<file path="src/rtl/tlb_lookup_arbiter_pkg.sv">
// Shared widths, FSM state encoding and TLB page-mask constants for the
// instruction/data TLB lookup arbiter.
package tlb_lookup_arbiter_pkg;

  localparam int VPN_W  = 20;
  localparam int VPN2_W = 19;
  localparam int PFN_W  = 20;
  localparam int MASK_W = 16;
  // Largest page size selects on VPN[16], so only the low 17 VPN bits matter here
  localparam int SEL_W  = 17;

  typedef enum logic [1:0] {
    ST_IDLE   = 2'd0,
    ST_LOOKUP = 2'd1,
    ST_RESP   = 2'd2
  } arb_state_e;

  localparam logic [MASK_W-1:0] MASK_4K   = 16'h0000;
  localparam logic [MASK_W-1:0] MASK_16K  = 16'h0003;
  localparam logic [MASK_W-1:0] MASK_64K  = 16'h000F;
  localparam logic [MASK_W-1:0] MASK_256K = 16'h003F;
  localparam logic [MASK_W-1:0] MASK_1M   = 16'h00FF;
  localparam logic [MASK_W-1:0] MASK_4M   = 16'h03FF;
  localparam logic [MASK_W-1:0] MASK_16M  = 16'h0FFF;
  localparam logic [MASK_W-1:0] MASK_64M  = 16'h3FFF;
  localparam logic [MASK_W-1:0] MASK_256M = 16'hFFFF;

endpackage

</file>
<file path="src/rtl/tlb_lookup_arbiter_page_select.sv">
// Combinational even/odd page selection for a matched TLB entry pair:
// picks the odd-select VPN bit from the page mask, then muxes PFN/V/D.
module tlb_page_select
  import tlb_lookup_arbiter_pkg::*;
(
  input  logic [SEL_W-1:0]  vpn_sel,
  input  logic [MASK_W-1:0] mask,
  input  logic [PFN_W-1:0]  pfn0,
  input  logic [PFN_W-1:0]  pfn1,
  input  logic              v0,
  input  logic              v1,
  input  logic              d0,
  input  logic              d1,
  output logic [PFN_W-1:0]  pfn,
  output logic              valid,
  output logic              dirty
);

  logic odd;

  // Unsupported mask encodings fall back to the even page
  always_comb begin
    case (mask)
      MASK_4K:   odd = vpn_sel[0];
      MASK_16K:  odd = vpn_sel[2];
      MASK_64K:  odd = vpn_sel[4];
      MASK_256K: odd = vpn_sel[6];
      MASK_1M:   odd = vpn_sel[8];
      MASK_4M:   odd = vpn_sel[10];
      MASK_16M:  odd = vpn_sel[12];
      MASK_64M:  odd = vpn_sel[14];
      MASK_256M: odd = vpn_sel[16];
      default:   odd = 1'b0;
    endcase
    pfn   = odd ? pfn1 : pfn0;
    valid = odd ? v1 : v0;
    dirty = odd ? d1 : d0;
  end

endmodule

</file>
<file path="src/rtl/tlb_lookup_arbiter.sv">
// Arbitrates instruction and data lookups onto one shared TLB search port.
// Define TLB_ARB_ROUND_ROBIN_EN for round-robin ties; otherwise data always wins.
module tlb_lookup_arbiter
  import tlb_lookup_arbiter_pkg::*;
(
  input  logic              clock,
  input  logic              reset,
  input  logic              I_Req,
  input  logic [VPN_W-1:0]  I_VPN,
  output logic              I_Ack,
  output logic [PFN_W-1:0]  I_PFN,
  output logic              I_Miss,
  output logic              I_Invalid,
  input  logic              D_Req,
  input  logic              D_Write,
  input  logic [VPN_W-1:0]  D_VPN,
  output logic              D_Ack,
  output logic [PFN_W-1:0]  D_PFN,
  output logic              D_Miss,
  output logic              D_Invalid,
  output logic              D_Modified,
  output logic              Tlb_Req,
  output logic [VPN2_W-1:0] Tlb_VPN2,
  input  logic              Tlb_Busy,
  input  logic              Tlb_Hit,
  input  logic [MASK_W-1:0] Tlb_Mask,
  input  logic [PFN_W-1:0]  Tlb_PFN0,
  input  logic [PFN_W-1:0]  Tlb_PFN1,
  input  logic              Tlb_V0,
  input  logic              Tlb_V1,
  input  logic              Tlb_D0,
  input  logic              Tlb_D1
);

  arb_state_e       state_q, state_d;
  logic [VPN_W-1:0] vpn_q, vpn_d;
  logic             write_q, write_d;
  logic             grant_data_q, grant_data_d;
  logic             i_ack_q, i_ack_d;
  logic             d_ack_q, d_ack_d;
  logic [PFN_W-1:0] i_pfn_q, i_pfn_d;
  logic [PFN_W-1:0] d_pfn_q, d_pfn_d;
  logic             i_miss_q, i_miss_d;
  logic             i_invalid_q, i_invalid_d;
  logic             d_miss_q, d_miss_d;
  logic             d_invalid_q, d_invalid_d;
  logic             d_modified_q, d_modified_d;
`ifdef TLB_ARB_ROUND_ROBIN_EN
  logic             last_data_q, last_data_d;
`endif

  logic             pick_data;
  logic             start;
  logic [VPN_W-1:0] win_vpn;
  logic [PFN_W-1:0] sel_pfn;
  logic             sel_valid;
  logic             sel_dirty;
  logic             res_miss;
  logic             res_invalid;
  logic             res_modified;

  tlb_page_select u_page_select (
    .vpn_sel (vpn_q[SEL_W-1:0]),
    .mask    (Tlb_Mask),
    .pfn0    (Tlb_PFN0),
    .pfn1    (Tlb_PFN1),
    .v0      (Tlb_V0),
    .v1      (Tlb_V1),
    .d0      (Tlb_D0),
    .d1      (Tlb_D1),
    .pfn     (sel_pfn),
    .valid   (sel_valid),
    .dirty   (sel_dirty)
  );

  // The search strobe goes out in the granting IDLE cycle so the TLB answers during LOOKUP
  always_comb begin
`ifdef TLB_ARB_ROUND_ROBIN_EN
    pick_data = D_Req & (~I_Req | ~last_data_q);
`else
    pick_data = D_Req;
`endif
    win_vpn = pick_data ? D_VPN : I_VPN;
    start   = (state_q == ST_IDLE) & (I_Req | D_Req) & ~Tlb_Busy & ~reset;
  end

  always_comb begin
    res_miss     = ~Tlb_Hit;
    res_invalid  = Tlb_Hit & ~sel_valid;
    res_modified = Tlb_Hit & sel_valid & write_q & ~sel_dirty;
  end

  always_comb begin
    state_d      = state_q;
    vpn_d        = vpn_q;
    write_d      = write_q;
    grant_data_d = grant_data_q;
    i_ack_d      = 1'b0;
    d_ack_d      = 1'b0;
    i_pfn_d      = i_pfn_q;
    d_pfn_d      = d_pfn_q;
    i_miss_d     = i_miss_q;
    i_invalid_d  = i_invalid_q;
    d_miss_d     = d_miss_q;
    d_invalid_d  = d_invalid_q;
    d_modified_d = d_modified_q;
`ifdef TLB_ARB_ROUND_ROBIN_EN
    last_data_d  = last_data_q;
`endif
    case (state_q)
      ST_IDLE: begin
        if (start) begin
          vpn_d        = win_vpn;
          write_d      = pick_data & D_Write;
          grant_data_d = pick_data;
`ifdef TLB_ARB_ROUND_ROBIN_EN
          last_data_d  = pick_data;
`endif
          state_d      = ST_LOOKUP;
        end
      end
      ST_LOOKUP: begin
        // Only the winner's result registers change, so the other side holds its last answer
        if (grant_data_q) begin
          d_pfn_d      = sel_pfn;
          d_miss_d     = res_miss;
          d_invalid_d  = res_invalid;
          d_modified_d = res_modified;
          d_ack_d      = 1'b1;
        end else begin
          i_pfn_d      = sel_pfn;
          i_miss_d     = res_miss;
          i_invalid_d  = res_invalid;
          i_ack_d      = 1'b1;
        end
        state_d = ST_RESP;
      end
      ST_RESP: state_d = ST_IDLE;
      default: state_d = ST_IDLE;
    endcase
  end

  always_ff @(posedge clock) begin
    if (reset) begin
      state_q      <= ST_IDLE;
      vpn_q        <= '0;
      write_q      <= 1'b0;
      grant_data_q <= 1'b0;
      i_ack_q      <= 1'b0;
      d_ack_q      <= 1'b0;
      i_pfn_q      <= '0;
      d_pfn_q      <= '0;
      i_miss_q     <= 1'b0;
      i_invalid_q  <= 1'b0;
      d_miss_q     <= 1'b0;
      d_invalid_q  <= 1'b0;
      d_modified_q <= 1'b0;
`ifdef TLB_ARB_ROUND_ROBIN_EN
      last_data_q  <= 1'b0;
`endif
    end else begin
      state_q      <= state_d;
      vpn_q        <= vpn_d;
      write_q      <= write_d;
      grant_data_q <= grant_data_d;
      i_ack_q      <= i_ack_d;
      d_ack_q      <= d_ack_d;
      i_pfn_q      <= i_pfn_d;
      d_pfn_q      <= d_pfn_d;
      i_miss_q     <= i_miss_d;
      i_invalid_q  <= i_invalid_d;
      d_miss_q     <= d_miss_d;
      d_invalid_q  <= d_invalid_d;
      d_modified_q <= d_modified_d;
`ifdef TLB_ARB_ROUND_ROBIN_EN
      last_data_q  <= last_data_d;
`endif
    end
  end

  assign Tlb_Req    = start;
  assign Tlb_VPN2   = start ? win_vpn[VPN_W-1:1] : vpn_q[VPN_W-1:1];
  assign I_Ack      = i_ack_q;
  assign I_PFN      = i_pfn_q;
  assign I_Miss     = i_miss_q;
  assign I_Invalid  = i_invalid_q;
  assign D_Ack      = d_ack_q;
  assign D_PFN      = d_pfn_q;
  assign D_Miss     = d_miss_q;
  assign D_Invalid  = d_invalid_q;
  assign D_Modified = d_modified_q;

endmodule
</file>
<file path="config.mk">
export PLATFORM = sky130hd
export DESIGN_NAME = tlb_lookup_arbiter
export DESIGN_NICKNAME = d
export VERILOG_FILES = /design/src/rtl/tlb_lookup_arbiter_pkg.sv /design/src/rtl/tlb_lookup_arbiter_page_select.sv /design/src/rtl/tlb_lookup_arbiter.sv
export SDC_FILE = /design/constraint.sdc
export NUM_CORES = 1
export LEC_CHECK = 0
export ABC_AREA = 1
export BUFFER_PORTS_ARGS = -buffer_cell sky130_fd_sc_hd__buf_2
export CAP_MARGIN = 30
export CORE_ASPECT_RATIO = 1.5
export CORE_UTILIZATION = 44
export CTS_BUF_LIST = sky130_fd_sc_hd__clkbuf_2 sky130_fd_sc_hd__clkbuf_4 sky130_fd_sc_hd__clkbuf_8
export DETAILED_ROUTE_END_ITERATION = 10
export PLACE_DENSITY = 0.76
export SYNTH_ARGS = -nofsm -noshare
export SYNTH_HDL_FRONTEND = slang
export SYNTH_SLANG_ARGS = --single-unit
</file>
<file path="constraint.sdc">
create_clock -name clock -period 1.5 [get_ports clock]
set_clock_uncertainty 0.1 [all_clocks]
set_input_delay 0 -clock clock [delete_from_list [all_inputs] [get_ports clock]]
set_output_delay 0 -clock clock [all_outputs]
set_load 0.01 [all_outputs]
</file>
==> impl_metrics.ini, run 1 <==
[synthesis]
ys_types = 29
syn_nets = 649
ys.flop_type = dfxtp_1
synth_edf_count = 0
synth_area_leaders = dfxtp_1 37%, nand2_1 13%, inv_1 10%
yosys-top-cells-count = 132 x nand2_1, 101 x inv_1, 71 x dfxtp_1
synth.ff_latch_count = 71
syn_area_sq_um = 3797
ys_warn_count = 0
synth_most_common_cell = nand2_1
synth_top_area_share_pct = 37.43
netlist.top_cell.by_area = dfxtp_1
seq_area_frac_synth_pct = 37.43
avgSynthCellArea_sq_um = 7.006
async_reset_ff_share_pct = 0
synth_cells = 542

[place]
place_area_sq_um = 4888
dp.cells = 820
portBuffers = 173
dp_hpwl_um = 7366
dpl_worst_slack_ps = -133.0
gp_congestion = 0.8561

[pwr]
leakagePower_nw = 3.523
power.density_nw_per_um2 = 775.6
ir_drop_mv = 0.6772
total_power_w = 0.005147

[floorplan]
start_util_pct = 45.14
die_x_um = 77.85
die_h_um = 115.8
num_rows = 41
die_area_sq_um = 9013
coreArea_sq_um = 8413
ios = 174

[setup_path]
crit_path_frequent_cell = buf_12
path_cells = nor3_2 -> nand3_2 -> inv_4 -> buf_12 -> buf_12 -> or2_2 -> inv_2 -> a21oi_2 -> buf_2
cp-start-kind = register
cp.arrival_ps = 1700
worstPathMaxFanout = 8
cp_num_buf_inv = 5
cpPeakStageDelay_ps = 330
cp_top_family = buffers and inverters
crit_type = register to output port
crit_slowest_cell = dfxtp_2
critPathCaptureType = output port
required_ps = 1400

[clocking]
worst_setup_hold_path_clk_slew_ps = 70
cts-root-buf = clkbuf_8
postCtsHoldBufs = 69
clock-sinks = 71
clockBufferDepth = 2
cts_tree = done
cts_made_buffers = 9
clk_latency_ps = 350
cts_max_level = 3

[cells_and_area]
syn2layout_area_growth_pct = 74.76
nNetsFinal = 924
layout-drive-gt1-share_pct = 44.77
final_cells = 929
n_fill_cell = 515
diodes = 0
final_area_sq_um = 6636

[sta]
fmaxAchievable_mhz = 554.1
setup-tns-final_ps = -6495
fin_crit_sh_pct = 120.3
hold_viol = 1
fin_crit_ps = 1805
worst_slack_ps = -304.8
fin_hold_ws_ps = -32.62
max_slew.worst_pin.slew_ps = 499.0
slew_headroom_pct = 66.73
setup_viol = 63
drv_slew = 0
grt_setup_unrepaired = true

[status]
violations = hold timing, setup timing
status = finished, violations left

[route]
wirelength_um = 15310
vias = 4831
routed_via_density = 5.200
ant_nets = 0
wl_per_cell_um = 16.48
dr.pass1.iters = 6
drt_iter0_markers = 311
drc = 0

[global_route]
track_usage_pct = 29.08
grt_pass1_vias = 4528
grt_overflow_total = 0
grt_max_degree = 46
antenna_found_initial = 0
grt_pass1_wl_um = 20390

[job]
drv_cap = 0

[worst_hold_path]
hold_class = input port to register
per-layer routing:
layer	up-vias	global-route usage, %	wire, um
li1	2240	-	-
met1	2204	29.69	5347
met2	313	54.34	8109
met3	74	6.220	1187
met4	0	16.73	669
met5	-	0	0
cell type report:
cell class / instances / area (sq um) / area share [%]
multi-input combinational: 340 / 2302 / 34.69
timing repair buffer: 292 / 2128 / 32.07
sequential: 71 / 1431 / 21.57
inverter: 103 / 391.6 / 5.901
clock buffer: 11 / 145.1 / 2.187
tap: 107 / 133.9 / 2.017
clock inverter: 5 / 103.9 / 1.565
worst register-to-register path: cells and delay by family (launching register included):
family          cells  cell delay, ps
flops               1             330
compound gates      1             140
buf+inv             6             700
simple gates        3             340
layout by cell type, fill, tap and decap left out, drive strengths merged, types with 18 or more instances in the layout:
| master | instances |
|---|---|
| a211oi | 19 |
| a21oi | 25 |
| buf | 219 |
| dfxtp | 71 |
| dlygate4sd3 | 69 |
| inv | 104 |
| mux2i | 20 |
| nand2 | 136 |
| nand3 | 24 |
| nor2 | 30 |
| o21a | 40 |
| o21ai | 23 |
| or2 | 18 |
per-stage QoR:
stage / hold WS, ps / utilization (%)
floorplan: -9.704 / -
global placement: 153.8 / 58.11
detailed placement: 159.3 / 58.11
CTS: -51.85 / 73.50
global route: -19.90 / 78.88
finish: -32.62 / 78.88
logic make-up after synthesis:
logic type,Yosys count,share of synthesized area (%)
DFF,71,37.43
muxes,20,5.272
AOI/OAI and AO/OA,107,18.98
and+or+nand+nor,213,24.28
buffers and inverters,131,14.04
power by group:
group	total [W]	switching, W	internal, W
clock	0.00191	0.000735	0.00117
combinational	0.00122	0.000594	0.000622
sequential	0.00202	0.0000501	0.00197
flip-flops by register name, indices dropped and copies added (netlist names):
register	count
D_Ack	1
D_Invalid	1
D_Miss	1
D_Modified	1
D_PFN	20
I_Ack	1
I_Invalid	1
I_Miss	1
I_PFN	20
grant_data_q	1
state_q	2
vpn_q	20
write_q	1
what timing repair did:
action | in CTS | in global routing
resized for setup | 65 | 82
cloned | 2 | 5
hold endpoints to repair | 59 | 1
setup endpoints to repair | 26 | 77
buffers inserted | 14 | 6
pin swaps | 6 | 17
path summary, 6_finish.rpt:
path                                  from           end  slack, ps  cells past startpoint
worst max-delay path            state_q[0]  Tlb_VPN2[12]       -300                      9
worst min-delay path              Tlb_Busy    state_q[0]        -30                      5
worst max register to register  state_q[0]       write_q       -170                     10
worst min register to register  D_Modified    D_Modified        380                      2
No activity file was read; power rests on OpenSTA's default activity.
==> inputs of run 2 (changes only) <==
- RECOVER_POWER: default -> 50
==> impl_metrics.ini, run 2 (synthesized netlist as in run 1, its figures left out) <==
[status]
status = finished, violations left
violations = hold timing, setup timing

[pwr]
power.density_nw_per_um2 = 778.7
p_int_w = 0.003760
swShare_pct = 26.82
leakagePower_nw = 3.391
ir_drop_mv = 0.6798
p_sw_w = 0.001378
clockPowerShare_pct = 37.1
total_power_w = 0.005138
sequentialPowerShare_pct = 39.4
comb_power_share_pct = 23.5

[setup_path]
cp-start-kind = register
crit_type = register to output port
cpPeakStageDelay_ps = 330
required_ps = 1400
worstPathMaxFanout = 8
crit_path_frequent_cell = buf_12
path_cells = nor3_2 -> nand3_2 -> inv_4 -> buf_12 -> buf_12 -> or2_2 -> inv_2 -> a21oi_2 -> buf_2
cp.arrival_ps = 1700
critPathCaptureType = output port
crit_slowest_cell = dfxtp_2

[place]
portBuffers = 173
dpl_worst_slack_ps = -133.0
gp_congestion = 0.8561
dp_hpwl_um = 7366
place_area_sq_um = 4888

[floorplan]
coreArea_sq_um = 8413
die_area_sq_um = 9013
die_x_um = 77.85
die_h_um = 115.8
num_rows = 41
start_util_pct = 45.14
ios = 174

[sta]
fin_crit_ps = 1803
setup_viol = 62
setup-tns-final_ps = -6696
fin_crit_sh_pct = 120.2
worst_slack_ps = -303.0
slew_headroom_pct = 67.17
hold_viol = 1
fmaxAchievable_mhz = 554.6
fin_hold_ws_ps = -32.76
grt_setup_unrepaired = true
drv_slew = 0
max_slew.worst_pin.slew_ps = 492.5

[global_route]
antenna_found_initial = 0
track_usage_pct = 29.08
grt_max_degree = 46
grt_pass1_wl_um = 20390
grt_pass1_vias = 4528
grt_overflow_total = 0

[clocking]
cts_made_buffers = 9
postCtsHoldBufs = 69
clock-sinks = 71
cts-root-buf = clkbuf_8
cts_max_level = 3
cts_tree = done
worst_setup_hold_path_clk_slew_ps = 70
clockBufferDepth = 2
clk_latency_ps = 350

[route]
drc = 0
vias = 4826
ant_nets = 0
wl_met1_um = 5367
wl_met2_um = 8053
highest_layer = met4
drt_iter0_markers = 329
dr.pass1.iters = 8
wirelength_um = 15260
wl_per_cell_um = 16.42
wl_met3_um = 1146
routed_via_density = 5.195

[cells_and_area]
final_area_sq_um = 6598
mostFrequentLayoutCell = buf_2
final_cell_mix = 141 x buf_2, 121 x nand2_1, 83 x inv_1, 69 x dlygate4sd3_1, 63 x dfxtp_1
nNetsFinal = 924
layout-drive-gt1-share_pct = 41.00
syn2layout_area_growth_pct = 73.74
diodes = 0

[worst_hold_path]
hold_class = input port to register

[job]
drv_cap = 0
## run 2: cell types whose count changed in the layout (fill, tap and decap cells not counted), sizes merged
cell	delta
buf	-31
clkbuf	+31
## run 2: through the flow
stage / util, % / instances
after floorplan: - / 542
after global placement: 58.11 / 820
after detailed placement: 58.11 / 820
after CTS: 73.50 / 921
after global routing: 78.42 / 929
final: 78.42 / 929
## run 2: repair_timing
| item | CTS | global route |
|---|---|---|
| gates resized for setup | 65 | 82 |
| gates cloned | 2 | 5 |
| endpoints found under the setup margin | 26 | 77 |
| hold endpoints to repair | 59 | 1 |
| setup buffers | 14 | 6 |
| pin swaps | 6 | 17 |
## run 2: critical path, delay by kind of cell (launching register included)
kind                   cells  cell delay (ps)
buffers and inverters      5              510
AND/OR/NAND/NOR            3              380
flip-flops                 1              330
AO/OA/AOI/OAI              1              130
## run 2: worst paths after layout
check	startpoint	slack, ps	cells past startpoint	end
min reg2reg	write_q	380	2	write_q
max	state_q[0]	-300	9	Tlb_VPN2[12]
max reg2reg	state_q[0]	-170	10	write_q
min	Tlb_Busy	-30	5	state_q[0]
## run 2: power groups by stage
| stage | Sequential, W | Clock (W) | Combinational [W] |
|---|---|---|---|
| 2_1_floorplan | 0.00207 | 0 | 0.000414 |
| 3_3_place_gp | 0.00205 | 0 | 0.000755 |
| 3_5_place_dp | 0.00205 | 0 | 0.000777 |
| 4_1_cts | 0.00201 | 0.00193 | 0.00106 |
| 5_1_grt | 0.00203 | 0.00201 | 0.00128 |
| 6_report | 0.00202 | 0.00191 | 0.00121 |
## run 2: final cells by class
cell class | count | area (sq um)
repair buffers | 292 | 2090
flip-flops and latches | 71 | 1431
well taps | 107 | 133.9
clock buffers | 11 | 145.1
fillers | 532 | 1815
clock inverters | 5 | 103.9
multi-input cells | 340 | 2302
inverters | 103 | 391.6
## run 2: metal layers
layer	global-route usage, %	vias to the layer above
met5	0	-
met4	16.73	0
met3	6.220	72
met2	54.34	296
met1	29.69	2208
li1	-	2250
==> inputs of run 3 (changes only) <==
- clock period: 1.5 -> 1.6 ns (I/O delays scaled with it)
==> impl_metrics.ini, run 3 (synthesized netlist as in run 1, its figures left out) <==
[cells_and_area]
layout-drive-gt1-share_pct = 33.94
nNetsFinal = 925
mostFrequentLayoutCell = nand2_1
diodes = 0
final_cells = 929
syn2layout_area_growth_pct = 65.57
final_cell_mix = 128 x nand2_1, 125 x buf_2, 82 x dlygate4sd3_1, 81 x inv_1, 66 x dfxtp_1

[setup_path]
reg2reg_slack_ps = 20
crit_type = register to output port
r2r_start = vpn_q[12]
crit_slowest_cell = dfxtp_2
critPathCaptureType = output port
cpPeakStageDelay_ps = 360
required_ps = 1500
cp_num_buf_inv = 4
cp-start-kind = register
cp_top_family = buffers and inverters
cp.arrival_ps = 1660
worstPathMaxFanout = 7
r2r-end = D_PFN[14]
reg2reg_depth = 9
path_cells = nor3_4 -> nand3_2 -> clkinv_4 -> buf_12 -> or2_2 -> inv_2 -> a21oi_1 -> buf_2

[route]
ant_nets = 0
vias = 4690
wl_per_cell_um = 15.07
drc = 0
drt_iter0_markers = 216
routed_via_density = 5.048
wirelength_um = 14000
dr.pass1.iters = 4

[worst_hold_path]
worstHoldEndpoint = D_Modified
hold_class = input port to register
hold_start = reset
holdPathStages = 3

[clocking]
cts-root-buf = clkbuf_8
clk_latency_ps = 360
clock-sinks = 71
cts_max_level = 3
cts_tree = done
worst_setup_hold_path_clk_slew_ps = 80
cts_made_buffers = 9
clockBufferDepth = 2

[global_route]
antenna_found_initial = 0
grt_pass1_vias = 4531
grt_pass1_wl_um = 20420
grt_max_degree = 46
track_usage_pct = 29.25
grt_overflow_total = 0

[sta]
setup_viol = 19
drv_slew = 0
fin_crit_sh_pct = 109.7
grt_setup_unrepaired = true
fmaxAchievable_mhz = 569.7
slew_headroom_pct = 67.13
hold_viol = 0
worst_slack_ps = -155.2
max_slew.worst_pin.slew_ps = 493.0
fin_crit_ps = 1755

[floorplan]
num_rows = 41
coreArea_sq_um = 8413
die_h_um = 115.8
die_area_sq_um = 9013
die_x_um = 77.85
ios = 174
start_util_pct = 45.14

[pwr]
ir_drop_mv = 0.6128
leakagePower_nw = 3.225
power.density_nw_per_um2 = 753.3

[status]
status = finished, violations left
violations = setup timing

[place]
dp.cells = 813
gp_congestion = 0.8552
dpl_worst_slack_ps = -36.11
portBuffers = 173
dp_hpwl_um = 7209

[job]
drv_cap = 0
## run 3: cell count changes in the layout (fill, tap and decap cells not counted), sizes merged
cell and delta:
dlygate4sd3 +13, clkbuf +15, inv -1, buf -28, clkinvlp +1
## run 3: tightest hold or removal path: cells and delay by family
kind / cells / cell delay [ps]
buffers and inverters: 2 / 400
AO/OA/AOI/OAI: 1 / 50
## run 3: layout make-up
type	instances	area, sq um
Fill cell	585	2126
Multi-Input combinational cell	340	2058
Timing Repair Buffer	293	2038
Sequential cell	71	1428
Inverter	103	391.6
Tap cell	107	133.9
Clock buffer	10	131.4
Clock inverter	5	106.4
## run 3: how the worst max path moves through the flow
stage / depth (start not counted) / startpoint / end
final: 8 / state_q[0] / Tlb_VPN2[14]
after detailed placement: 14 / Tlb_Mask[13] / D_PFN[4]
after global routing: 8 / state_q[0] / Tlb_VPN2[14]
after global placement: 14 / Tlb_Mask[13] / D_PFN[4]
after floorplan: 6 / state_q[0] / vpn_q[13]
after CTS: 8 / state_q[0] / Tlb_VPN2[14]
## run 3: what timing repair did
| item | 4_1_cts | 5_1_grt |
|---|---|---|
| hold buffers | 81 | 1 |
| pin swaps | 1 | 12 |
| gates resized for setup | 18 | 75 |
| setup buffers | 8 | 10 |
| hold endpoints to repair | 64 | 1 |
| endpoints found under the setup margin | 20 | 35 |
| cloned | 1 | 2 |
## run 3: metrics by stage
| stage | util [%] | total power (W) | instance area [sq um] | hold WS (ps) | setup TNS, ps |
|---|---|---|---|---|---|
| 6_report | 74.73 | 0.004736 | 6287 | 34.68 | -2022 |
| 5_1_grt | 74.73 | 0.004923 | 6287 | 35.72 | -4145 |
| 4_1_cts | 71.88 | 0.004586 | 6047 | 0.5302 | -3462 |
| 3_5_place_dp | 57.93 | 0.002657 | 4873 | 156.3 | -158.4 |
| 3_3_place_gp | 57.93 | 0.002636 | 4873 | 156.4 | 0 |
| 2_1_floorplan | - | 0.002327 | 3797 | -9.704 | 0 |
## run 3: layer usage
metal  global-route usage [%]  part of all wire [%]  vias to the layer above
li1                         -                     -                     2250
met1                    30.05                    36                     2128
met2                    53.98                    52                      253
met3                    5.276                   7.0                       59
met4                    19.37                   5.2                        0
met5                        0                     0                        -
## run 3: where the power goes
| part | total (W) | internal (W) | switching (W) | leakage [nW] |
|---|---|---|---|---|
| clock network | 0.00175 | 0.00105 | 0.000699 | 0.116 |
| registers | 0.00190 | 0.00185 | 0.0000459 | 0.580 |
| logic | 0.00109 | 0.000577 | 0.000515 | 2.53 |
